## src/rtl/risc_pkg.sv

```systemverilog
// Shared definitions for the RISC controller: opcodes, FSM states,
// ALU operation codes, instruction field positions and the NOP encoding.
package risc_pkg;

    typedef enum logic [2:0] {
        OP_ADD  = 3'b000,
        OP_SUB  = 3'b001,
        OP_AND  = 3'b010,
        OP_NOT  = 3'b011,
        OP_CMP  = 3'b100,
        OP_MOV  = 3'b101,
        OP_NOP  = 3'b110,
        OP_HALT = 3'b111
    } opcode_e;

    typedef enum logic [2:0] {
        ST_FETCH     = 3'b000,
        ST_DECODE    = 3'b001,
        ST_EXECUTE   = 3'b010,
        ST_WRITEBACK = 3'b011,
        ST_HALT      = 3'b100
    } state_e;

    localparam logic [1:0] ALU_ADD = 2'b00;
    localparam logic [1:0] ALU_SUB = 2'b01;
    localparam logic [1:0] ALU_AND = 2'b10;
    localparam logic [1:0] ALU_NOT = 2'b11;

    localparam int OPC_MSB = 15;
    localparam int OPC_LSB = 13;
    localparam int RD_MSB  = 12;
    localparam int RD_LSB  = 10;
    localparam int RA_MSB  = 9;
    localparam int RA_LSB  = 7;
    localparam int RB_MSB  = 6;
    localparam int RB_LSB  = 4;

    localparam logic [15:0] NOP_INSTR = 16'hC000;

    // Extract the opcode field of an instruction word as the enum type.
    function automatic opcode_e get_opcode(input logic [15:0] ir);
        return opcode_e'(ir[OPC_MSB:OPC_LSB]);
    endfunction

endpackage

```

## src/rtl/instr_decoder.sv

```systemverilog
// Combinational opcode decoder: selects the ALU operation and tells the
// controller whether the instruction writes rd and/or loads the flags.
module instr_decoder
    import risc_pkg::*;
#(
    parameter int FLAGS_ON_MOV = 0
) (
    input  opcode_e    opcode,
    output logic [1:0] alu_op,
    output logic       alu_b_zero,
    output logic       writes_rd,
    output logic       sets_flags
);

    // Map each opcode to its ALU control and side-effect flags.
    always_comb begin
        alu_op     = ALU_ADD;
        alu_b_zero = 1'b0;
        writes_rd  = 1'b0;
        sets_flags = 1'b0;
        case (opcode)
            OP_ADD: begin
                alu_op     = ALU_ADD;
                writes_rd  = 1'b1;
                sets_flags = 1'b1;
            end
            OP_SUB: begin
                alu_op     = ALU_SUB;
                writes_rd  = 1'b1;
                sets_flags = 1'b1;
            end
            OP_AND: begin
                alu_op     = ALU_AND;
                writes_rd  = 1'b1;
                sets_flags = 1'b1;
            end
            OP_NOT: begin
                alu_op     = ALU_NOT;
                writes_rd  = 1'b1;
                sets_flags = 1'b1;
            end
            OP_CMP: begin
                alu_op     = ALU_SUB;
                sets_flags = 1'b1;
            end
            OP_MOV: begin
                // MOV is rd = ra + 0
                alu_op     = ALU_ADD;
                alu_b_zero = 1'b1;
                writes_rd  = 1'b1;
                sets_flags = (FLAGS_ON_MOV != 0);
            end
            default: begin
                alu_op     = ALU_ADD;
                alu_b_zero = 1'b0;
                writes_rd  = 1'b0;
                sets_flags = 1'b0;
            end
        endcase
    end

endmodule

```

## src/rtl/risc_controller.sv

```systemverilog
// Multi-cycle controller for a small 16-bit RISC datapath:
// FETCH -> DECODE -> EXECUTE -> WRITEBACK, with a terminal HALT state.
module risc_controller
    import risc_pkg::*;
#(
    parameter int FLAGS_ON_MOV = 0
) (
    input  logic        clk,
    input  logic        reset,
    input  logic        instr_valid,
    input  logic [15:0] instr,
    output logic        instr_ready,
    output logic [2:0]  rf_ra_addr,
    output logic [2:0]  rf_rb_addr,
    output logic [1:0]  alu_op,
    output logic        alu_b_zero,
    input  logic [2:0]  alu_status,
    output logic        rf_we,
    output logic [2:0]  rf_wa,
    output logic [2:0]  flags,
    output logic        halted
);

    state_e      state_r;
    state_e      next_state_s;
    logic [15:0] ir_r;
    logic [2:0]  flags_r;
    opcode_e     opcode_s;
    logic        writes_rd_s;
    logic        sets_flags_s;
    logic        unused_ir_bits_s;

    assign opcode_s         = get_opcode(ir_r);
    // Low nibble of the instruction word carries no information.
    assign unused_ir_bits_s = ^ir_r[3:0] ^ writes_rd_s;

    instr_decoder #(
        .FLAGS_ON_MOV (FLAGS_ON_MOV)
    ) u_decoder (
        .opcode     (opcode_s),
        .alu_op     (alu_op),
        .alu_b_zero (alu_b_zero),
        .writes_rd  (writes_rd_s),
        .sets_flags (sets_flags_s)
    );

    // Register fields feed the datapath directly, so they stay stable
    // from DECODE until the next accept.
    assign rf_ra_addr = ir_r[RA_MSB:RA_LSB];
    assign rf_rb_addr = ir_r[RB_MSB:RB_LSB];
    assign rf_wa      = ir_r[RD_MSB:RD_LSB];
    assign flags      = flags_r;

    // FSM state register.
    always_ff @(posedge clk) begin
        if (reset) begin
            state_r <= ST_FETCH;
        end else begin
            state_r <= next_state_s;
        end
    end

    // Instruction register: captured only on a handshake in FETCH.
    always_ff @(posedge clk) begin
        if (reset) begin
            ir_r <= NOP_INSTR;
        end else if (state_r == ST_FETCH && instr_valid) begin
            ir_r <= instr;
        end else begin
            ir_r <= ir_r;
        end
    end

    // Flags load from the ALU at the end of EXECUTE for flag-setting ops.
    always_ff @(posedge clk) begin
        if (reset) begin
            flags_r <= 3'b000;
        end else if (state_r == ST_EXECUTE && sets_flags_s) begin
            flags_r <= alu_status;
        end else begin
            flags_r <= flags_r;
        end
    end

    // Next-state logic.
    always_comb begin
        next_state_s = state_r;
        case (state_r)
            ST_FETCH: begin
                if (instr_valid) begin
                    next_state_s = ST_DECODE;
                end else begin
                    next_state_s = ST_FETCH;
                end
            end
            ST_DECODE: begin
                case (opcode_s)
                    OP_NOP:  next_state_s = ST_FETCH;
                    OP_HALT: next_state_s = ST_HALT;
                    default: next_state_s = ST_EXECUTE;
                endcase
            end
            ST_EXECUTE: begin
                if (opcode_s == OP_CMP) begin
                    next_state_s = ST_FETCH;
                end else begin
                    next_state_s = ST_WRITEBACK;
                end
            end
            ST_WRITEBACK: next_state_s = ST_FETCH;
            ST_HALT:      next_state_s = ST_HALT;
            default:      next_state_s = ST_FETCH;
        endcase
    end

    // Handshake/strobe outputs decoded from state; reset masks them at once
    // so an in-flight write is dropped in the very cycle reset rises.
    always_comb begin
        instr_ready = 1'b0;
        rf_we       = 1'b0;
        halted      = 1'b0;
        if (!reset) begin
            instr_ready = (state_r == ST_FETCH);
            rf_we       = (state_r == ST_WRITEBACK);
            halted      = (state_r == ST_HALT);
        end else begin
            instr_ready = 1'b0;
            rf_we       = 1'b0;
            halted      = 1'b0;
        end
    end

endmodule

```

## config.mk

```make
export PLATFORM = sky130hd
export DESIGN_NAME = risc_controller
export DESIGN_NICKNAME = d
export VERILOG_FILES = /design/src/rtl/risc_pkg.sv /design/src/rtl/instr_decoder.sv /design/src/rtl/risc_controller.sv
export SDC_FILE = /design/constraint.sdc
export NUM_CORES = 1
export LEC_CHECK = 0
export ABC_CLOCK_PERIOD_IN_PS = 1400
export CORE_MARGIN = 2
export CORE_UTILIZATION = 36
export DETAILED_ROUTE_END_ITERATION = 16
export GPL_TIMING_DRIVEN = 0
export PLACE_DENSITY = 0.74
export SLEW_MARGIN = 25
export SYNTH_ARGS = -nofsm -noshare
export SYNTH_HDL_FRONTEND = slang
export SYNTH_SLANG_ARGS = --single-unit
```

## constraint.sdc

```tcl
create_clock -name clk -period 1.4 [get_ports clk]
set_clock_uncertainty 0.1 [all_clocks]
set_input_delay 0.28 -clock clk [delete_from_list [all_inputs] [get_ports clk]]
set_output_delay 0.28 -clock clk [all_outputs]
set_load 0.01 [all_outputs]
```

==> results of run 1 <==
## how the worst min path moves through the flow
stage,startpoint,end,slack (ns)
after floorplan,instr[14],ir_r[14],0.30
after global placement,ir_r[5],ir_r[5],0.35
after detailed placement,ir_r[8],ir_r[8],0.35
after CTS,reset,state_r[0],0.18
after global routing,reset,state_r[0],0.20
final,reset,state_r[0],0.21
## report_power, final
part	total, W	leakage, nW	internal [W]	switching [W]
logic	0.000382	0.526	0.000230	0.000152
clock network	0.000325	0.0210	0.000159	0.000166
registers	0.000578	0.153	0.000544	0.0000342
## layer usage
layer  up-vias  track usage  share of wire
li1        454            -              -
met1       420       0.2232           0.40
met2        31       0.3563           0.52
met3         6      0.03107          0.051
met4         0       0.1068          0.027
met5         -            0              0
## state kept, by name (all words and copies together) (netlist names)
signal and flops:
ir_r 12, state_r 3, flags 3
## metrics by stage
step / power, W / hold WS, ns / instance area, um^2 / setup slack, ns / utilization
floorplan: 0.0007187 / 0.3041 / 869.6 / -0.009704 / -
global placement: 0.0008428 / 0.3462 / 1255 / -0.8545 / 0.5566
detailed placement: 0.0008486 / 0.3487 / 1255 / -0.8906 / 0.5566
CTS: 0.001233 / 0.1810 / 1468 / -0.09915 / 0.6509
global route: 0.001342 / 0.1981 / 1579 / -0.1516 / 0.7003
finish: 0.001285 / 0.2051 / 1579 / -0.1104 / 0.7003
## cells by family (layout without fill, tap and decap cells)
| family | after synthesis | after routing | synth area share |
|---|---|---|---|
| buf+inv | 17 | 73 | 0.1371 |
| simple gates | 49 | 49 | 0.2871 |
| mux | 5 | 5 | 0.06061 |
| flops | 18 | 18 | 0.4156 |
| compound gates | 15 | 15 | 0.09958 |
## cell type report
type                       count  area share
buffer                        14     0.07528
clock buffer                   4     0.02298
multi-input combinational     69      0.3249
tap                           28     0.02219
timing repair buffer          55      0.3074
sequential                    18      0.2472
## tightest hold or removal path, delay by kind of cell
family,cells,cell delay (ns)
buf+inv,1,0.13
simple gates,1,0.12
compound gates,1,0.04
## repair_timing
| action | CTS | global route |
|---|---|---|
| setup buffers | 14 | 5 |
| endpoints found under the setup margin | 30 | 26 |
| pin swaps | 9 | 6 |
| resized for setup | 96 | 26 |
| gates cloned | 1 | 0 |
## placed cells by master (no fill, tap or decap), types with 2 or more instances in the layout
cell and count:
o21ai_0 2, clkbuf_4 3, nand2_4 3, clkbuf_8 2
a21oi_1 5, nor2_4 2, mux2_4 2, clkdlybuf4s50_1 15
nand2_2 7, a21oi_2 5, dfxtp_1 4, nand3b_1 2
nand2b_1 7, dlygate4sd2_1 4, mux2i_1 3, dfxtp_4 5
buf_4 25, clkdlybuf4s15_1 6, buf_6 11, nor2_1 2
nand2_1 16, dfxtp_2 9, buf_2 5
==> flow_summary.json, run 1 <==
{
  "status": "finished, violations left",
  "violations": "negative setup slack",
  "cts_root_buf": "clkbuf_4",
  "synth.largest_area_cell": "dfxtp_1",
  "postCtsHoldBufs": 0,
  "min_path_cells": 3,
  "layout-drive-gt1-share": 0.5563,
  "max_freq_mhz": 662.1,
  "synth.most_common_cell": "nand2_1",
  "post-place-cells": 167,
  "insertion_delay_ns": 0.29,
  "ant_nets": 0,
  "layout_setup_ws_ns": -0.1104,
  "netlist.area_leader.share": 0.4156,
  "worstSetupEndpoint": "ir_r[14]",
  "regArea_um2": 390.4,
  "synth_area_um2": 867.1,
  "die_height_um": 53.08,
  "fillers": 185,
  "area_delta_synth_final_pct": 82.11,
  "cts_buffers": 3,
  "critPathSlowestCell": "or4b_4",
  "rsz0062_at_grt": "true",
  "fp.dieW_um": 53.08,
  "ir_worst_vdd_mv": 0.6647,
  "timing.rr.start": "state_r[1]",
  "synth_area_leaders": "dfxtp_1, nand2_1, buf_4",
  "cpMostUsedCell": "buf_6",
  "min_path_type": "input pin to flop",
  "drc": 0,
  "clock-sinks": 18,
  "crit_cells": 5,
  "gp_congestion": 0.8081,
  "grt_max_degree": 12,
  "synth_nets": 126,
  "async_flop_share": 0,
  "dr.pass1.iters": 4,
  "worstSetupPathType": "flop to flop",
  "ios": 40,
  "hold_violations": 0,
  "dieArea_um2": 2817,
  "endpoint_kind": "flop",
  "synth.top_cells.by_count": "nand2_1, dfxtp_1, a21oi_1, buf_4, nand2b_1",
  "startpoint": "state_r[1]",
  "fp-row-count": 17,
  "slew_headroom": 0.6299,
  "drt-total-wl_mm": 2.618,
  "fin_crit_sh": 1.079,
  "required_ns": 1.49,
  "cts-htree-levels": 1,
  "grt_first_pass_wirelength_mm": 4.029,
  "multi_input_area_um2": 513.0,
  "cp_max_fo": 5,
  "reg2reg_slack_ns": -0.11,
  "startpoint_type": "flop",
  "finalCriticalPeriod_ns": 1.510,
  "drv_slew": 0,
  "grt.overflow.total": 0,
  "drtIter0Drc": 10,
  "instances_no_fill": 188,
  "ys_seq_elements": 18,
  "critPathTopFamily": "simple AND/OR/NAND/NOR gates",
  "vias": 911,
  "synth_edf_count": 0,
  "worstRegToRegCells": 5,
  "maxCapViolations": 0,
  "setup_tns_ns": -1.470,
  "worst_path_largest_cell_delay_ns": 0.55,
  "via_per_inst": 4.846,
  "clkTransAtPathRegs_ns": 0.11,
  "seq_area_frac_synth": 0.4156,
  "setup-violations-final": 17,
  "dp_hpwl_mm": 1.497,
  "first_global_vias": 917,
  "initial_core_util": 0.3846,
  "p_leak_nw": 0.7005,
  "critPathArrivalTime_ns": 1.60,
  "worstMarginPinSlew_ns": 0.5552,
  "nNetsFinal": 183,
  "antenna_found_initial": 0,
  "wire_per_inst_um": 13.93,
  "avgSynthCellArea_um2": 8.337,
  "netlist_instances": 104,
  "place.port_buffers": 35,
  "grt_usage": 0.1991,
  "yosys_warnings": 0,
  "worstPathCellList": "buf_6 > or4b_4 > buf_6 > nand2_2 > nand3b_1",
  "coreArea_um2": 2255,
  "cts_tree": "done",
  "synth_cell_type_count": 25,
  "diodes": 0,
  "powerDensity_nw_per_um2": 813.6,
  "cts_buffer_depth": 2,
  "rr_endpoint": "ir_r[14]",
  "crit_buf_inv": 2,
  "synthFlopType": "dfxtp_1"
}
No activity file was read; power rests on OpenSTA's default activity.
==> run 2, diff against run 1 <==
Settings changed: CORE_UTILIZATION 36 to 38, PLACE_DENSITY 0.74 to 0.75, SYNTH_HIERARCHICAL set to 1.
==> run 2 against run 1 <==
Effect of this change:
- the run still ends with negative setup slack left
- setup slack worse by 0.11 ns
- final area is 1.3% higher
- sequential power is 3% higher
- critical path type is now flop to output port
==> flow_summary.json, run 2 <==
{
  "status": "finished, violations left",
  "violations": "negative setup slack",
  "dr.pass1.iters": 4,
  "ir_worst_vdd_mv": 0.5191,
  "required_ns": 1.02,
  "place.port_buffers": 35,
  "antenna_found_initial": 0,
  "powerDensity_nw_per_um2": 833.9,
  "mostFrequentLayoutCells": "nand2b_1, buf_4, clkdlybuf4s50_1",
  "vias": 892,
  "cts_buffers": 3,
  "ant_nets": 0,
  "fillers": 207,
  "post-place-cells": 166,
  "fp-row-count": 18,
  "insertion_delay_ns": 0.29,
  "drv_slew": 0,
  "fin_crit_sh": 1.161,
  "cts-htree-levels": 1,
  "grt_max_degree": 11,
  "yosys_warnings": 6,
  "grt_first_pass_wirelength_mm": 3.933,
  "grt_usage": 0.1831,
  "coreArea_um2": 2455,
  "rsz0062_at_grt": "true",
  "postCtsHoldBufs": 0,
  "startpoint_type": "flop",
  "clkTransAtPathRegs_ns": 0.11,
  "worstMarginPinSlew_ns": 0.3568,
  "hold_violations": 0,
  "setup-violations-final": 18,
  "top_register": "ir_r",
  "initial_core_util": 0.3976,
  "setup_tns_ns": -1.152,
  "power_w": 0.001333,
  "max_freq_mhz": 615.4,
  "dieArea_um2": 2989,
  "gp_congestion": 0.6377,
  "min_path_type": "input pin to flop",
  "drt-total-wl_mm": 2.484,
  "cts_buffer_depth": 2,
  "cp_max_fo": 4,
  "ios": 40,
  "synth_area_um2": 975.9,
  "fin_hold_ws_ns": 0.2784,
  "largest_register_ffs": 12,
  "avgSynthCellArea_um2": 9.663,
  "wire_per_inst_um": 13.35,
  "cts_root_buf": "clkbuf_4",
  "area_delta_synth_final_pct": 63.85,
  "dp_hpwl_mm": 1.561,
  "drtIter0Drc": 11,
  "layout_setup_ws_ns": -0.2250,
  "die_height_um": 54.68,
  "clock-sinks": 18,
  "maxCapViolations": 0,
  "netlist_instances": 101,
  "via_per_inst": 4.796,
  "drc": 0,
  "slew_headroom": 0.7612,
  "grt.overflow.total": 0,
  "layout_commonest_cell": "nand2b_1",
  "nNetsFinal": 179,
  "fp.dieW_um": 54.68,
  "synth_nets": 123,
  "endpoint_kind": "output port",
  "critPathArrivalTime_ns": 1.25,
  "layout-drive-gt1-share": 0.4359,
  "cts_tree": "done",
  "finalCriticalPeriod_ns": 1.625,
  "instances_no_fill": 186,
  "diodes": 0,
  "p_leak_nw": 0.7060,
  "worstSetupPathType": "flop to output port",
  "first_global_vias": 898
}
==> run 2: report_power, final <==
part	switching [W]	internal (W)	total (W)
clock	0.000163	0.000158	0.000322
sequential	0.0000377	0.000556	0.000594
combinational	0.000158	0.000260	0.000418
==> run 2: per-layer routing <==
layer / part of all wire / global-route usage
met1: 0.41 / 0.2097
met3: 0.055 / 0.03279
met2: 0.54 / 0.3433
met4: 0 / 0.04583
met5: 0 / 0
==> run 2: stage by stage <==
stage / instance area [um^2] / worst slack, ns / util
2_1_floorplan: 975.9 / 0.02491 / -
3_3_place_gp: 1364 / -0.9681 / 0.5556
3_5_place_dp: 1364 / -0.9893 / 0.5556
4_1_cts: 1548 / -0.2137 / 0.6305
5_1_grt: 1599 / -0.2878 / 0.6514
6_report: 1599 / -0.2250 / 0.6514
==> run 2: repair_timing <==
action,4_1_cts,5_1_grt
gates resized for setup,76,25
pin swaps,2,7
cloned,1,0
buffers inserted,14,4
setup endpoints to repair,29,30
==> run 2: final cells by class <==
class | count | area (um^2) | area share
plain buffers | 13 | 100.1 | 0.06260
clock buffers | 4 | 36.28 | 0.02269
inverters | 1 | 3.754 | 0.002347
multi-input cells | 67 | 550.5 | 0.3443
flip-flops and latches | 18 | 391.6 | 0.2449
well taps | 30 | 37.54 | 0.02347
repair buffers | 53 | 479.2 | 0.2997
==> run 2: worst max-delay path: stages, from the launching register on <==
cell and delay, ns:
dfxtp_4 0.38, or3b_1 0.35, o21ai_1 0.08, buf_2 0.15
==> run 2: path summary, 6_finish.rpt <==
| check | cells past startpoint | to | startpoint | slack, ns |
|---|---|---|---|---|
| hold / removal | 3 | state_r[0] | reset | 0.28 |
| hold reg to reg | 2 | flags[0] | flags[0] | 0.38 |
| setup reg to reg | 4 | ir_r[5] | state_r[2] | -0.07 |
| setup / recovery | 3 | alu_op[0] | ir_r[14] | -0.23 |
==> run 3, diff against run 2 <==
Settings changed: CORE_ASPECT_RATIO set to 1.25, SETUP_SLACK_MARGIN set to 0.3.
==> run 3 against run 2 <==
Effect of this change:
- the flow still finishes with violations (negative setup slack)
- combinational power grew 24%
- worst hold slack improved by 0.0030 ns
- wire length increased by 6.2%
- global-route usage is 0.18 points higher
- cell count increased by 3.8%
- sequential cell count did not move
- register-to-register slack lost 0.03 ns
- maximum frequency up 1.3%
- clock power is 2% higher
- via count shrank 0.34%
- critical path type unchanged
- critical endpoint unchanged
- largest power group unchanged
- highest routed layer is now met4
==> flow_summary.json, run 3 (synthesized netlist as in run 2, its figures left out) <==
{
  "status": "finished, violations left",
  "violations": "negative setup slack",
  "first_global_vias": 918,
  "drv_slew": 0,
  "critPathSlowestCell": "dfxtp_4",
  "cts-htree-levels": 1,
  "powerDensity_nw_per_um2": 835.2,
  "cts_buffer_depth": 2,
  "via_per_inst": 4.606,
  "slew_headroom": 0.7391,
  "instances_no_fill": 193,
  "finalCriticalPeriod_ns": 1.604,
  "layout-drive-gt1-share": 0.5375,
  "drt-total-wl_mm": 2.638,
  "p_leak_nw": 0.7500,
  "min_path_type": "input pin to flop",
  "regArea_um2": 392.9,
  "startpoint_type": "flop",
  "top_register": "ir_r",
  "area_delta_synth_final_pct": 75.90,
  "rsz0062_at_grt": "true",
  "crit_buf_inv": 1,
  "ir_worst_vdd_mv": 0.4770,
  "layout_setup_ws_ns": -0.2038,
  "worstSetupPathType": "flop to output port",
  "worstMarginPinSlew_ns": 0.3913,
  "cts_root_buf": "clkbuf_4",
  "ant_nets": 0,
  "dp_hpwl_mm": 1.472,
  "largest_register_ffs": 12,
  "hold_violations": 0,
  "insertion_delay_ns": 0.30,
  "grt_first_pass_wirelength_mm": 4.209,
  "grt_usage": 0.1849,
  "dieArea_um2": 2992,
  "coreArea_um2": 2427,
  "critPathTopFamily": "flip-flops",
  "clock-sinks": 18,
  "fin_crit_sh": 1.146,
  "critPathArrivalTime_ns": 1.22,
  "mostFrequentLayoutCells": "buf_6, nand2b_1, clkdlybuf4s50_1",
  "ios": 40,
  "antenna_found_initial": 0,
  "die_height_um": 60.66,
  "cp_max_fo": 3,
  "post-place-cells": 169,
  "multi_input_area_um2": 559.3,
  "fillers": 191,
  "cts_buffers": 3,
  "place.port_buffers": 35,
  "gp_congestion": 0.7420,
  "max_freq_mhz": 623.5,
  "power_w": 0.001434,
  "worst_path_largest_cell_delay_ns": 0.37,
  "initial_core_util": 0.4021,
  "cts_tree": "done",
  "maxCapViolations": 0,
  "layout_commonest_cell": "buf_6",
  "clkTransAtPathRegs_ns": 0.11,
  "dr.pass1.iters": 4,
  "setup-violations-final": 21,
  "diodes": 0,
  "worstPathCellList": "or3b_1 > o21ai_1 > buf_2",
  "grt.overflow.total": 0,
  "grt_max_degree": 11,
  "vias": 889,
  "fp-row-count": 20,
  "drtIter0Drc": 23,
  "drc": 0,
  "fp.dieW_um": 49.33,
  "endpoint_kind": "output port",
  "wire_per_inst_um": 13.67,
  "required_ns": 1.02,
  "nNetsFinal": 183
}
run 3: layer usage:
layer,up-vias,GRT usage,part of all wire
met5,-,0,0
met1,412,0.2079,0.40
met4,0,0.04898,0.0099
met3,5,0.02956,0.039
li1,447,-,-
met2,25,0.3629,0.55
run 3: power breakdown:
| part | leakage, nW | internal (W) | total [W] | switching (W) |
|---|---|---|---|---|
| clock | 0.0210 | 0.000159 | 0.000329 | 0.000170 |
| sequential | 0.155 | 0.000557 | 0.000586 | 0.0000294 |
| combinational | 0.574 | 0.000327 | 0.000518 | 0.000191 |
run 3: worst min-delay path: cells and delay by family:
family	cells	cell delay (ns)
simple gates	1	0.16
buf+inv	1	0.18
compound gates	1	0.03
run 3: final cells by class:
class | count | share of cell area
Tap cell | 33 | 0.02405
Multi-Input combinational cell | 67 | 0.3258
Timing Repair Buffer | 55 | 0.3069
Clock buffer | 4 | 0.02114
Inverter | 1 | 0.002187
Sequential cell | 18 | 0.2289
Buffer | 15 | 0.09111
run 3: what timing repair did:
action,4_1_cts,5_1_grt
resized for setup,140,7
setup endpoints to repair,36,36
hold buffers,0,0
gates cloned,1,0
pin swaps,6,7
endpoints found under the hold margin,0,0
setup buffers,13,6
run 3: final timing paths:
| path | from | endpoint | slack, ns | depth (start not counted) |
|---|---|---|---|---|
| max | ir_r[14] | alu_op[0] | -0.20 | 3 |
| min | reset | state_r[0] | 0.28 | 3 |
| max reg2reg | state_r[0] | state_r[1] | -0.10 | 5 |
| min reg2reg | ir_r[11] | ir_r[11] | 0.39 | 2 |
run 3: metrics by stage:
stage / worst slack [ns] / instance area (um^2) / hold WS, ns / utilization / TNS (ns)
2_1_floorplan: 0.1062 / 988.4 / 0.3347 / - / 0
3_3_place_gp: -0.8701 / 1380 / 0.3588 / 0.5686 / -7.750
3_5_place_dp: -0.8912 / 1380 / 0.3649 / 0.5686 / -8.271
4_1_cts: -0.2099 / 1643 / 0.2817 / 0.6768 / -1.287
5_1_grt: -0.2653 / 1717 / 0.2805 / 0.7072 / -2.960
6_report: -0.2038 / 1717 / 0.2814 / 0.7072 / -1.339
